### src/rtl/unary_frame_counter_if.sv
// Result channel of the unary frame counter: binary count with valid/ready handshake.
interface unary_frame_counter_if #(
    parameter int unsigned width = 4
) ();
    logic [width:0] count_out;
    logic           count_valid;
    logic           count_ready;

    modport master (
        output count_out,
        output count_valid,
        input  count_ready
    );

    modport slave (
        input  count_out,
        input  count_valid,
        output count_ready
    );
endinterface

### src/rtl/unary_frame_counter.sv
// Counts ones of a unary bit-stream over 2**width cycles and presents the total
// as a binary word on a valid/ready channel; optional gapless continuous mode.
module unary_frame_counter #(
    parameter int unsigned width      = 4,
    parameter bit          CONTINUOUS = 1'b0
) (
    input  logic                  clk,
    input  logic                  rst,
    input  logic                  start,
    input  logic                  un_data,
    unary_frame_counter_if.master res,
    output logic                  busy,
    output logic                  overrun
);

    localparam logic [1:0] StIdle    = 2'd0;
    localparam logic [1:0] StCollect = 2'd1;
    localparam logic [1:0] StDone    = 2'd2;

    logic [1:0]       state_q, state_d;
    logic [width:0]   acc_q, acc_d;
    logic [width-1:0] cnt_q, cnt_d;
    logic [width:0]   out_q, out_d;
    logic             valid_q, valid_d;
    logic             ovr_q, ovr_d;

    logic [width:0]   un_ext;
    logic             xfer;

    assign un_ext = {{width{1'b0}}, un_data};
    assign xfer   = valid_q && res.count_ready;

    always_comb begin
        state_d = state_q;
        acc_d   = acc_q;
        cnt_d   = cnt_q;
        out_d   = out_q;
        valid_d = valid_q;
        ovr_d   = ovr_q;

        if (xfer) begin
            valid_d = 1'b0;
        end

        case (state_q)
            StIdle: begin
                if (start) begin
                    state_d = StCollect;
                    acc_d   = '0;
                    cnt_d   = '0;
                end
            end
            StCollect: begin
                acc_d = acc_q + un_ext;
                cnt_d = cnt_q + 1'b1;
                if (cnt_q == {width{1'b1}}) begin
                    out_d   = acc_q + un_ext;
                    valid_d = 1'b1;
                    acc_d   = '0;
                    // Unaccepted result being replaced is only possible in continuous mode.
                    if (valid_q && !xfer) begin
                        ovr_d = 1'b1;
                    end
                    if (!CONTINUOUS) begin
                        state_d = StDone;
                    end
                end
            end
            StDone: begin
                if (xfer) begin
                    state_d = StIdle;
                end
            end
            default: begin
                state_d = StIdle;
            end
        endcase
    end

    always_ff @(posedge clk) begin
        if (rst) begin
            state_q <= StIdle;
            acc_q   <= '0;
            cnt_q   <= '0;
            out_q   <= '0;
            valid_q <= 1'b0;
            ovr_q   <= 1'b0;
        end else begin
            state_q <= state_d;
            acc_q   <= acc_d;
            cnt_q   <= cnt_d;
            out_q   <= out_d;
            valid_q <= valid_d;
            ovr_q   <= ovr_d;
        end
    end

    assign res.count_out   = out_q;
    assign res.count_valid = valid_q;
    assign busy            = (state_q == StCollect);
    assign overrun         = ovr_q;

endmodule

### src/flat_wrapper.sv
// flat-port wrapper written by rule: the top's interface ports become plain ports
module unary_frame_counter_flat 
#(
    parameter int unsigned width      = 4,
    parameter bit          CONTINUOUS = 1'b0
)
  (clk, rst, start, un_data, busy, overrun, res_count_out, res_count_valid, res_count_ready);
  unary_frame_counter_if #(.width(width)) res_i ();
  input  logic clk;
  input  logic rst;
  input  logic start;
  input  logic un_data;
  output logic busy;
  output logic overrun;
  output wire logic [$bits(res_i.count_out)-1:0] res_count_out;
  output wire logic [$bits(res_i.count_valid)-1:0] res_count_valid;
  input wire logic [$bits(res_i.count_ready)-1:0] res_count_ready;
  assign res_count_out = res_i.count_out;
  assign res_count_valid = res_i.count_valid;
  assign res_i.count_ready = res_count_ready;
  unary_frame_counter #(.width(width), .CONTINUOUS(CONTINUOUS)) u_core (.clk(clk), .rst(rst), .start(start), .un_data(un_data), .res(res_i), .busy(busy), .overrun(overrun));
endmodule
### config.mk
export PLATFORM = sky130hd
export DESIGN_NAME = unary_frame_counter_flat
export DESIGN_NICKNAME = d
export VERILOG_FILES = /design/src/rtl/unary_frame_counter_if.sv /design/src/rtl/unary_frame_counter.sv /design/src/flat_wrapper.sv
export SDC_FILE = /design/constraint.sdc
export NUM_CORES = 1
export LEC_CHECK = 0
export CAP_MARGIN = 30
export CORE_ASPECT_RATIO = 1.4
export CORE_MARGIN = 4
export CORE_UTILIZATION = 46
export CTS_CLUSTER_DIAMETER = 200
export DETAILED_ROUTE_END_ITERATION = 7
export GPL_TIMING_DRIVEN = 0
export PLACE_DENSITY_LB_ADDON = 0.25
export SLEW_MARGIN = 20
export SYNTH_ARGS = -nofsm -noshare
export SYNTH_HDL_FRONTEND = slang
export SYNTH_SLANG_ARGS = --single-unit
### constraint.sdc
create_clock -name clk -period 1.35 [get_ports clk]
set_clock_uncertainty 0.2 [all_clocks]
set_input_delay 0.405 -clock clk [delete_from_list [all_inputs] [get_ports clk]]
set_output_delay 0.405 -clock clk [all_outputs]
set_load 0.1 [all_outputs]
==> implementation parameters <==
Parameter                              Value

Setup path
  Cell-by-cell listing of the critical path    nor2b_4, buf_12
  Buf/Inv on CP    1
  Slack of the worst reg-to-reg path    -50 ps
  Critical path peak fanout    2
  Crit path required time    750 ps
  Startpoint of the lowest-slack register-to-register path    u_core.cnt_q[0]$_SDFFE_PP0P_
  Start point of the critical path    u_core.state_q[0]$_SDFFE_PP0P_
  Cell family contributing the most delay on the critical path    flip-flops
  Startpoint type of the worst setup path    register
  Worst R2R Path Depth    5
  Endpoint of the worst register-to-register path    u_core.res.count_out[4]$_SDFFE_PP0P_
  Logic depth of the worst path, buffers included    2
  WS Path Type    register to output pin
  Endpoint of the most critical setup path    busy
  Critical Path AT    1010 ps
  CP Capture Type    output pin
  CP max stage cell    dfxtp_4
  Crit path largest cell delay    360 ps

Outcome
  Violated checks    setup timing
  Status    finished, violations left

Clock tree
  Number of clock sinks    18
  TritonCTS clock tree    built
  Clock latency on the worst-skew pair    310 ps
  Number of buffers between clock root and the deepest sink    2
  H-tree level count    1
  Clock-pin slew on the worst setup and hold paths    100 ps
  CTS Buf Count    3
  Master cell of the clock root buffer    clkbuf_4

Final layout
  Commonest non-fill, non-tap cells in the layout    11 x buf_4, 9 x dfxtp_2, 8 x a21oi_2, 8 x buf_12, 7 x nor2_1
  Layout overhead on the synthesized area    64.40%
  Inserted Diodes    0
  Post-layout nets    128
  Final cell utilization of the core    0.7927
  Share of layout cells above drive strength 1    0.5966
  # fillers    108
  Most common cell after layout, fill and taps aside    buf_4

Synthesis
  Synthesized Nets    99
  Synth Register Bits    18
  Post-synth EDFFs    0
  Async S/R FF share, synth    0
  Number of distinct library cells after synthesis    29
  Post-synthesis instance total    91
  Portion of the post-synthesis area used by sequential elements    0.4254
  Most common flop cell mapped by yosys    dfxtp_1
  Post-synthesis area per instance    9.308 µm²
  Number of warnings issued by yosys    0
  Synth Cell Area    847.1 µm²

Drt
  Initial DRC Count    24
  Vias per cell    5.683
  Post-route DRC    0
  Wire length reported by the detailed router    2.208 mm
  Routed length per instance    15.88 µm
  Number of vias in the routed layout    790
  Drt pass-1 iters    4
  Detail Route Antenna Nets    0

Place
  Number of input and output port buffers inserted    12
  Worst slack, placed    -1045 ps
  Detailed-placement wirelength estimate    1.260 mm
  RD Place Congestion    0.7616

Power and ir drop
  Pwr Density    737.4 nW/µm²
  Static leakage    0.0005058 µW
  Worst supply voltage drop on vdd    0.6173 mV

Run
  Maximum Capacitance Violations    0

Timing
  Fin. Hold Viols    0
  Period utilization    1.198
  Setup repair after global routing missed its margin    yes
  Rel. slew slack    0.8038
  Worst Max-Slew Pin Slew    293.9 ps
  Hold Slack    327.7 ps
  Final slew viol count    0
  Setup WS post-layout    -267.2 ps
  Minimum period implied by the final worst setup slack    1617 ps
  Fmax    618.3 MHz
  Setup-violating endpoint count in the final report    15

Global routing
  GR Overflow Total    0
  Pin count of the biggest net entering global routing    11
  Via count of the first global-routing pass    760
  Total global-route track usage    0.1841
  Met3 global-route usage    0.04587
  Met1 demand-to-capacity share in global routing    0.2042
  Met2 track utilization from global routing    0.3146
  Antenna violations before repair    0
  Gr busiest metal    met2
  Wire length of the first global-routing pass    3.484 mm

Die
  Initial core utilization    0.4822
  Die height    58.78 µm
  I/O pin cnt    13
  Full die area    2602 µm²
  Die W    44.27 µm
  Placeable Area    1757 µm²
  Number of rows in the core area    18

Worst hold path
  Tightest Hold Check Type    register to register
## cells by family after synthesis
logic type	synth area share
buffers and inverters	0.04874
xor gates and xnor gates	0.02068
AOI/OAI and AO/OA	0.2275
and+or+nand+nor	0.2098
adders and majority gates	0.04432
muxes	0.02363
DFF	0.4254
## stage by stage
step           cell area (µm²)  instances  TNS, ps  power, µW
2_1_floorplan            918.4         91   -74.18      641.8
3_3_place_gp              1064        123   -13580      674.9
3_5_place_dp              1064        123   -14010      676.3
4_1_cts                   1297        135    -1164       1038
5_1_grt                   1393        139    -1923       1068
6_report                  1393        139    -1086       1027
## cells in the mapped netlist, types with 2 or more instances
cell type	number	share of area
mux2i_1	2	0.024
nand2_1	5	0.022
xor2_1	2	0.021
a32oi_1	2	0.021
ha_1	3	0.044
a21oi_2	4	0.041
o31ai_2	2	0.030
dfxtp_1	18	0.43
inv_1	2	0.0089
a211oi_1	3	0.027
clkbuf_1	2	0.0089
nor2b_1	3	0.022
nand3_1	6	0.035
nor2_1	10	0.044
a21oi_1	6	0.035
buf_4	2	0.018
nand3b_1	5	0.044
o21ai_0	3	0.018
## worst min-delay path: cells and delay by family, from the launching register on
kind               cells  cell delay [ps]
and+or+nand+nor        1               70
AOI/OAI and AO/OA      1               60
DFF                    1              370
## flip-flops by register name, summed over array words and instances, names as in the netlist
| name | count |
|---|---|
| u_core.res.count_out | 5 |
| u_core.res.count_valid | 1 |
| u_core.overrun | 1 |
| u_core.acc_q | 5 |
| u_core.cnt_q | 4 |
| u_core.state_q | 2 |
## final cells by class
class	instances	area, µm²	area share
Tap cell	20	25.02	0.01797
Sequential cell	18	386.6	0.2776
Multi-Input combinational cell	67	609.3	0.4376
Clock buffer	4	36.28	0.02606
Inverter	2	7.507	0.005391
Buffer	4	31.28	0.02246
Timing Repair Buffer	24	296.5	0.2129
## worst min path at each step
| stage | start | endpoint | slack (ps) | cells past startpoint |
|---|---|---|---|---|
| detailed placement | u_core.res.count_out[0]$_SDFFE_PP0P_ | u_core.res.count_out[0]$_SDFFE_PP0P_ | 270 | 2 |
| finish | u_core.acc_q[0]$_SDFFE_PP0P_ | u_core.acc_q[0]$_SDFFE_PP0P_ | 330 | 2 |
| global route | u_core.res.count_out[1]$_SDFFE_PP0P_ | u_core.res.count_out[1]$_SDFFE_PP0P_ | 350 | 2 |
| global placement | u_core.res.count_out[1]$_SDFFE_PP0P_ | u_core.res.count_out[1]$_SDFFE_PP0P_ | 260 | 2 |
| floorplan | u_core.cnt_q[0]$_SDFFE_PP0P_ | u_core.cnt_q[0]$_SDFFE_PP0P_ | 290 | 2 |
| CTS | u_core.res.count_out[0]$_SDFFE_PP0P_ | u_core.res.count_out[0]$_SDFFE_PP0P_ | 310 | 2 |
## power by group
group	switching [µW]	total, µW	internal, µW	leakage [µW]
combinational	78.7	139	60.3	0.000332
clock	180	345	165	0.0000210
sequential	8.06	543	535	0.000153
## routing by layer
layer | part of all wire | vias to the layer above
met3 | 0.030 | 5
met1 | 0.40 | 385
met2 | 0.55 | 15
met4 | 0.020 | 0
met5 | 0 | -
li1 | - | 385
## repair_timing
item	4_1_cts	5_1_grt
gates cloned	1	0
pin swaps	9	7
resized for setup	91	20
buffers inserted	7	5
setup endpoints to repair	26	22
hold buffers	0	0
Note: power is estimated with default switching activity, not from simulation.
